[src/rtl/register_map_arbiter.sv]
// Two-requester arbiter for the register_map write and read ports (A = host bus, B = engine).
// Round-robin by default; define REGMAP_ARB_FIXED_PRIO_EN for fixed A-over-B priority.
module register_map_arbiter #(
  parameter int MEM_WIDTH  = 32,
  parameter int ADDR_WIDTH = 4
) (
  input  logic                  clk,
  input  logic                  reset,
  input  logic                  req_a,
  input  logic                  we_a,
  input  logic [ADDR_WIDTH-1:0] addr_a,
  input  logic [MEM_WIDTH-1:0]  wdata_a,
  output logic                  gnt_a,
  output logic                  rvalid_a,
  output logic [MEM_WIDTH-1:0]  rdata_a,
  input  logic                  req_b,
  input  logic                  we_b,
  input  logic [ADDR_WIDTH-1:0] addr_b,
  input  logic [MEM_WIDTH-1:0]  wdata_b,
  output logic                  gnt_b,
  output logic                  rvalid_b,
  output logic [MEM_WIDTH-1:0]  rdata_b,
  output logic                  wr_strb,
  output logic [ADDR_WIDTH-1:0] wr_addr,
  output logic [MEM_WIDTH-1:0]  wr_data,
  output logic [ADDR_WIDTH-1:0] rd_addr,
  input  logic [MEM_WIDTH-1:0]  rd_data
);

  // Handshake: a requester holds req/we/addr/wdata stable; the access is taken in the
  // cycle gnt is high (gnt only ever rises while its req is high). Reads return with a
  // one-cycle rvalid pulse two cycles after gnt; rdata holds until the next return.
  typedef enum logic {IDLE = 1'b0, RD_WAIT = 1'b1} state_t;

  state_t                state;
  state_t                state_next;
  logic                  pick_b;
  logic                  grant;
  logic                  win_we;
  logic [ADDR_WIDTH-1:0] win_addr;
  logic [MEM_WIDTH-1:0]  win_wdata;
  logic                  owner;
`ifndef REGMAP_ARB_FIXED_PRIO_EN
  logic                  ptr;
`endif

  always_comb begin
    pick_b = req_b;
    if (req_a && req_b) begin
`ifdef REGMAP_ARB_FIXED_PRIO_EN
      pick_b = 1'b0;
`else
      pick_b = ptr;
`endif
    end
    win_we    = pick_b ? we_b    : we_a;
    win_addr  = pick_b ? addr_b  : addr_a;
    win_wdata = pick_b ? wdata_b : wdata_a;
    grant     = !reset && (state == IDLE) && (req_a || req_b);
  end

  always_ff @(posedge clk) begin
    if (reset) state <= IDLE;
    else       state <= state_next;
  end

  always_comb begin
    state_next = state;
    case (state)
      IDLE:    if (grant && !win_we) state_next = RD_WAIT;
      RD_WAIT: state_next = IDLE;
      default: state_next = IDLE;
    endcase
  end

  always_comb begin
    gnt_a   = 1'b0;
    gnt_b   = 1'b0;
    wr_strb = 1'b0;
    wr_addr = '0;
    wr_data = '0;
    rd_addr = '0;
    if (grant) begin
      gnt_a = !pick_b;
      gnt_b = pick_b;
      if (win_we) begin
        wr_strb = 1'b1;
        wr_addr = win_addr;
        wr_data = win_wdata;
      end else begin
        rd_addr = win_addr;
      end
    end
  end

  // Read return: rd_data is valid during RD_WAIT and lands only in the owner's rdata.
  always_ff @(posedge clk) begin
    if (reset) begin
      owner    <= 1'b0;
      rvalid_a <= 1'b0;
      rvalid_b <= 1'b0;
      rdata_a  <= '0;
      rdata_b  <= '0;
    end else begin
      rvalid_a <= (state == RD_WAIT) && !owner;
      rvalid_b <= (state == RD_WAIT) && owner;
      if (state == RD_WAIT) begin
        if (owner) rdata_b <= rd_data;
        else       rdata_a <= rd_data;
      end
      if (grant && !win_we) owner <= pick_b;
    end
  end

`ifndef REGMAP_ARB_FIXED_PRIO_EN
  always_ff @(posedge clk) begin
    if (reset)      ptr <= 1'b0;
    else if (grant) ptr <= !pick_b;
  end
`endif

endmodule

[config.mk]
export PLATFORM = sky130hd
export DESIGN_NAME = register_map_arbiter
export DESIGN_NICKNAME = d
export VERILOG_FILES = /design/src/rtl/register_map_arbiter.sv
export SDC_FILE = /design/constraint.sdc
export NUM_CORES = 1
export LEC_CHECK = 0
export CORE_MARGIN = 3
export CORE_UTILIZATION = 38
export CTS_BUF_LIST = sky130_fd_sc_hd__clkbuf_4 sky130_fd_sc_hd__clkbuf_8
export DETAILED_ROUTE_END_ITERATION = 10
export HOLD_SLACK_MARGIN = 0.15
export PLACE_DENSITY_LB_ADDON = 0.15
export SETUP_SLACK_MARGIN = 0.05
export SYNTH_ARGS = -nofsm -noshare
export SYNTH_HDL_FRONTEND = slang
export SYNTH_SLANG_ARGS = --single-unit
export TNS_END_PERCENT = 10
[constraint.sdc]
create_clock -name clk -period 6.35 [get_ports clk]
set_input_delay 1.5875 -clock clk [delete_from_list [all_inputs] [get_ports clk]]
set_output_delay 1.5875 -clock clk [all_outputs]
set_load 0.01 [all_outputs]
==> key figures <==
Routing
  – Total wire length: 11330 µm
  – Number of remaining DRC errors: 0
  – TritonRoute pass-1 iters: 5
  – Via Count: 3365
  – Detailed-route vias per instance: 5.015
  – Starting DRT DRC Count: 130
  – Average routed wire per standard cell: between 15 and 20 µm
  – Final ANT Viol Nets: 0

Clock tree
  – Clk_lat worst skew: between 0.3 and 0.4 ns
  – Max Root-Sink Buffers: 2
  – CTS Buf Count: 9
  – Post-CTS Setup Repair Bufs: 0
  – Clock Sinks: 69
  – Root buffer cell: clkbuf_8
  – Clk pin slew, worst setup/hold paths: about 0.070 ns
  – Hold Buf Count CTS: 0
  – Post-CTS Resized: 0
  – CTS tree: yes
  – CTS H-tree depth: 3

Timing
  – Endpoints failing hold: 0
  – Min Tclk post-route: 5.526 ns
  – Setup violators final: 0
  – Max-slew violation count: 0
  – Final Cycle Share: 0.8702
  – Slew @ Worst Pin: 0.6978 ns
  – Hold slack: 0.4536 ns
  – RSZ-0062 raised after global routing: no
  – Rel. slew slack: 0.5348
  – Final Worst Setup Slack: just over 0.8 ns
  – Fmax: 181.0 MHz
  – Setup Total Neg Slack: 0 ns
  – Fin Clk Skew: 0.01422 ns

Floorplan
  – Rows: 31
  – Core Footprint: about 7300 µm²
  – Die width: 93.27 µm
  – Die H: 93.27 µm
  – IO Pins: around 220
  – Initial Utilization: 0.3948
  – DIE AREA: 8699 µm²

Placed design
  – DP Worst Slack: roughly 0.83 ns
  – Global placer's final weighted congestion: 0.9104
  – IO Port Bufs: 218
  – Post-placement cell count: approximately 660
  – Post-DP Area: 5084 µm²
  – Hpwl dp: ~8500 µm

Power
  – Maximum vdd ir drop: 0.0002117 V
  – P_sw: 0.2554 mW
  – Leakage: 1.878 nW
  – Int Pwr: 0.8277 mW
  – Pwr Density: 203.6 nW/µm²
  – Register share of total power: 0.419
  – Power share of the clock group: 0.394
  – Sw Share: 0.2358
  – Overall Power: 1.083 mW
  – Gate power share: 0.187

GRT
  – GRT Util Overall: 0.2544
  – Antenna violations before repair: 0
  – Gr ovfl total: 0
  – Largest net degree at the start of global routing: 69
  – First-pass GRT wire length: between 15000 and 20000 µm
  – Vias in the first global route: ~3200

Worst setup path
  – Crit path max fanout: 22
  – Worst Setup Start Kind: primary input
  – CP Data Arrival Time: 3.94 ns
  – Crit end category: output port
  – CP Launch Point: req_a
  – Setup crit end: wr_data[21]
  – Slack of the worst reg-to-reg path: ~4.8 ns
  – Reg-to-Reg Start: state$_SDFF_PP0_
  – Critical R2R Capture: owner$_SDFFE_PP0P_
  – CP Class: in2out
  – Worst Path Required: roughly 4.8 ns
  – R2R depth: 3

Cells and area
  – Commonest non-fill, non-tap cell in the layout: clkdlybuf4s50_1
  – Fillers: 575
  – Final Util: 0.7256
  – Final Cell Area: 5319 µm²
  – Final std cells w/o fill: 671
  – # nets final: ~680
  – Area growth syn-to-layout: 83.79%
  – Commonest cells after routing, fill and taps aside: clkdlybuf4s50_1, nand2_1, dfxtp_1
  – N_diodes: 0
  – Share of layout cells above drive strength 1: 0.04895

Yosys
  – Post-Syn Instances: approximately 360
  – Synth area leaders: dfxtp_1, nand2_1, a22o_1, a21oi_1, buf_6
  – Synth Warn #: 0
  – Post-synth net total: 472
  – Post-synth top area share: 0.4773
  – Syn Std Cell Area: 2894 µm²
  – Yosys reg bits: 69
  – Sequential-to-total area share from yosys stat: 0.4773
  – Library cells used by synthesis: 23
  – Mean Syn Cell Area: 7.995 µm²
  – Post-synth top area cell: dfxtp_1

Job
  – Max-cap viol count: 0

Min path
  – Worst hold path type: reg2reg

Run status
  – Status: finished, final reports clean
[routing by layer]
metal,global-route usage,up-vias,wire [µm]
li1,-,1637,-
met1,0.2877,1556,4343
met2,0.4485,155,5702
met3,0.09413,17,1108
met4,0.06716,0,179
met5,0,-,0
[state kept, by name, summed over array words and instances, names as in the netlist]
register and cells:
ptr 1, rdata_b 32, rvalid_a 1, state 1
rvalid_b 1, owner 1, rdata_a 32
[power groups by stage]
stage / Combinational, mW / Sequential (mW) / Clock [mW]
2_1_floorplan: 0.0646 / 0.469 / 0
3_3_place_gp: 0.201 / 0.463 / 0
3_5_place_dp: 0.202 / 0.464 / 0
4_1_cts: 0.203 / 0.454 / 0.429
5_1_grt: 0.217 / 0.456 / 0.449
6_report: 0.203 / 0.454 / 0.426
[cells by family after synthesis]
logic type	after synthesis	synth area share
simple gates	148	0.2084
compound gates	110	0.2482
buf+inv	35	0.06615
flops	69	0.4773
[cell type report]
class                      count  area [µm²]  area share
inverter                       5       18.77    0.003529
clock buffer                   9       123.9     0.02329
timing repair buffer         225        2230      0.4192
clock inverter                 6       111.4     0.02094
tap                           99       123.9     0.02329
multi-input combinational    258        1330      0.2501
sequential                    69        1381      0.2597
[how the worst min path moves through the flow]
| stage | start | endpoint | slack, ns | depth (start not counted) |
|---|---|---|---|---|
| floorplan | rdata_a[0]$_SDFFE_PP0P_ | rdata_a[0]$_SDFFE_PP0P_ | 0.48 | 2 |
| global placement | rdata_b[10]$_SDFFE_PP0P_ | rdata_b[10]$_SDFFE_PP0P_ | 0.44 | 2 |
| detailed placement | rdata_a[19]$_SDFFE_PP0P_ | rdata_a[19]$_SDFFE_PP0P_ | 0.45 | 2 |
| CTS | rdata_b[1]$_SDFFE_PP0P_ | rdata_b[1]$_SDFFE_PP0P_ | 0.46 | 2 |
| global route | rdata_b[7]$_SDFFE_PP0P_ | rdata_b[7]$_SDFFE_PP0P_ | 0.47 | 2 |
| finish | rdata_a[26]$_SDFFE_PP0P_ | rdata_a[26]$_SDFFE_PP0P_ | 0.45 | 2 |
[Yosys cell counts, drive strengths merged]
master,count
dfxtp,69
nand2,130
clkbuf,21
o32a,1
a311oi,1
a21bo,1
nor3,3
nor4,1
nor2b,2
buf,9
a22o,40
and2,1
nand2b,2
inv,5
o32ai,1
or2,2
a21oi,66
nor2,5
or3,1
nand3,1
[worst max-delay path, cell delays in order]
cell	delay [ns]
clkdlybuf4s50_1	0.52
a21bo_2	0.29
nor3_4	0.46
buf_4	0.36
a22o_1	0.19
clkdlybuf4s50_1	0.54
Power figures use the tool's default switching activity.
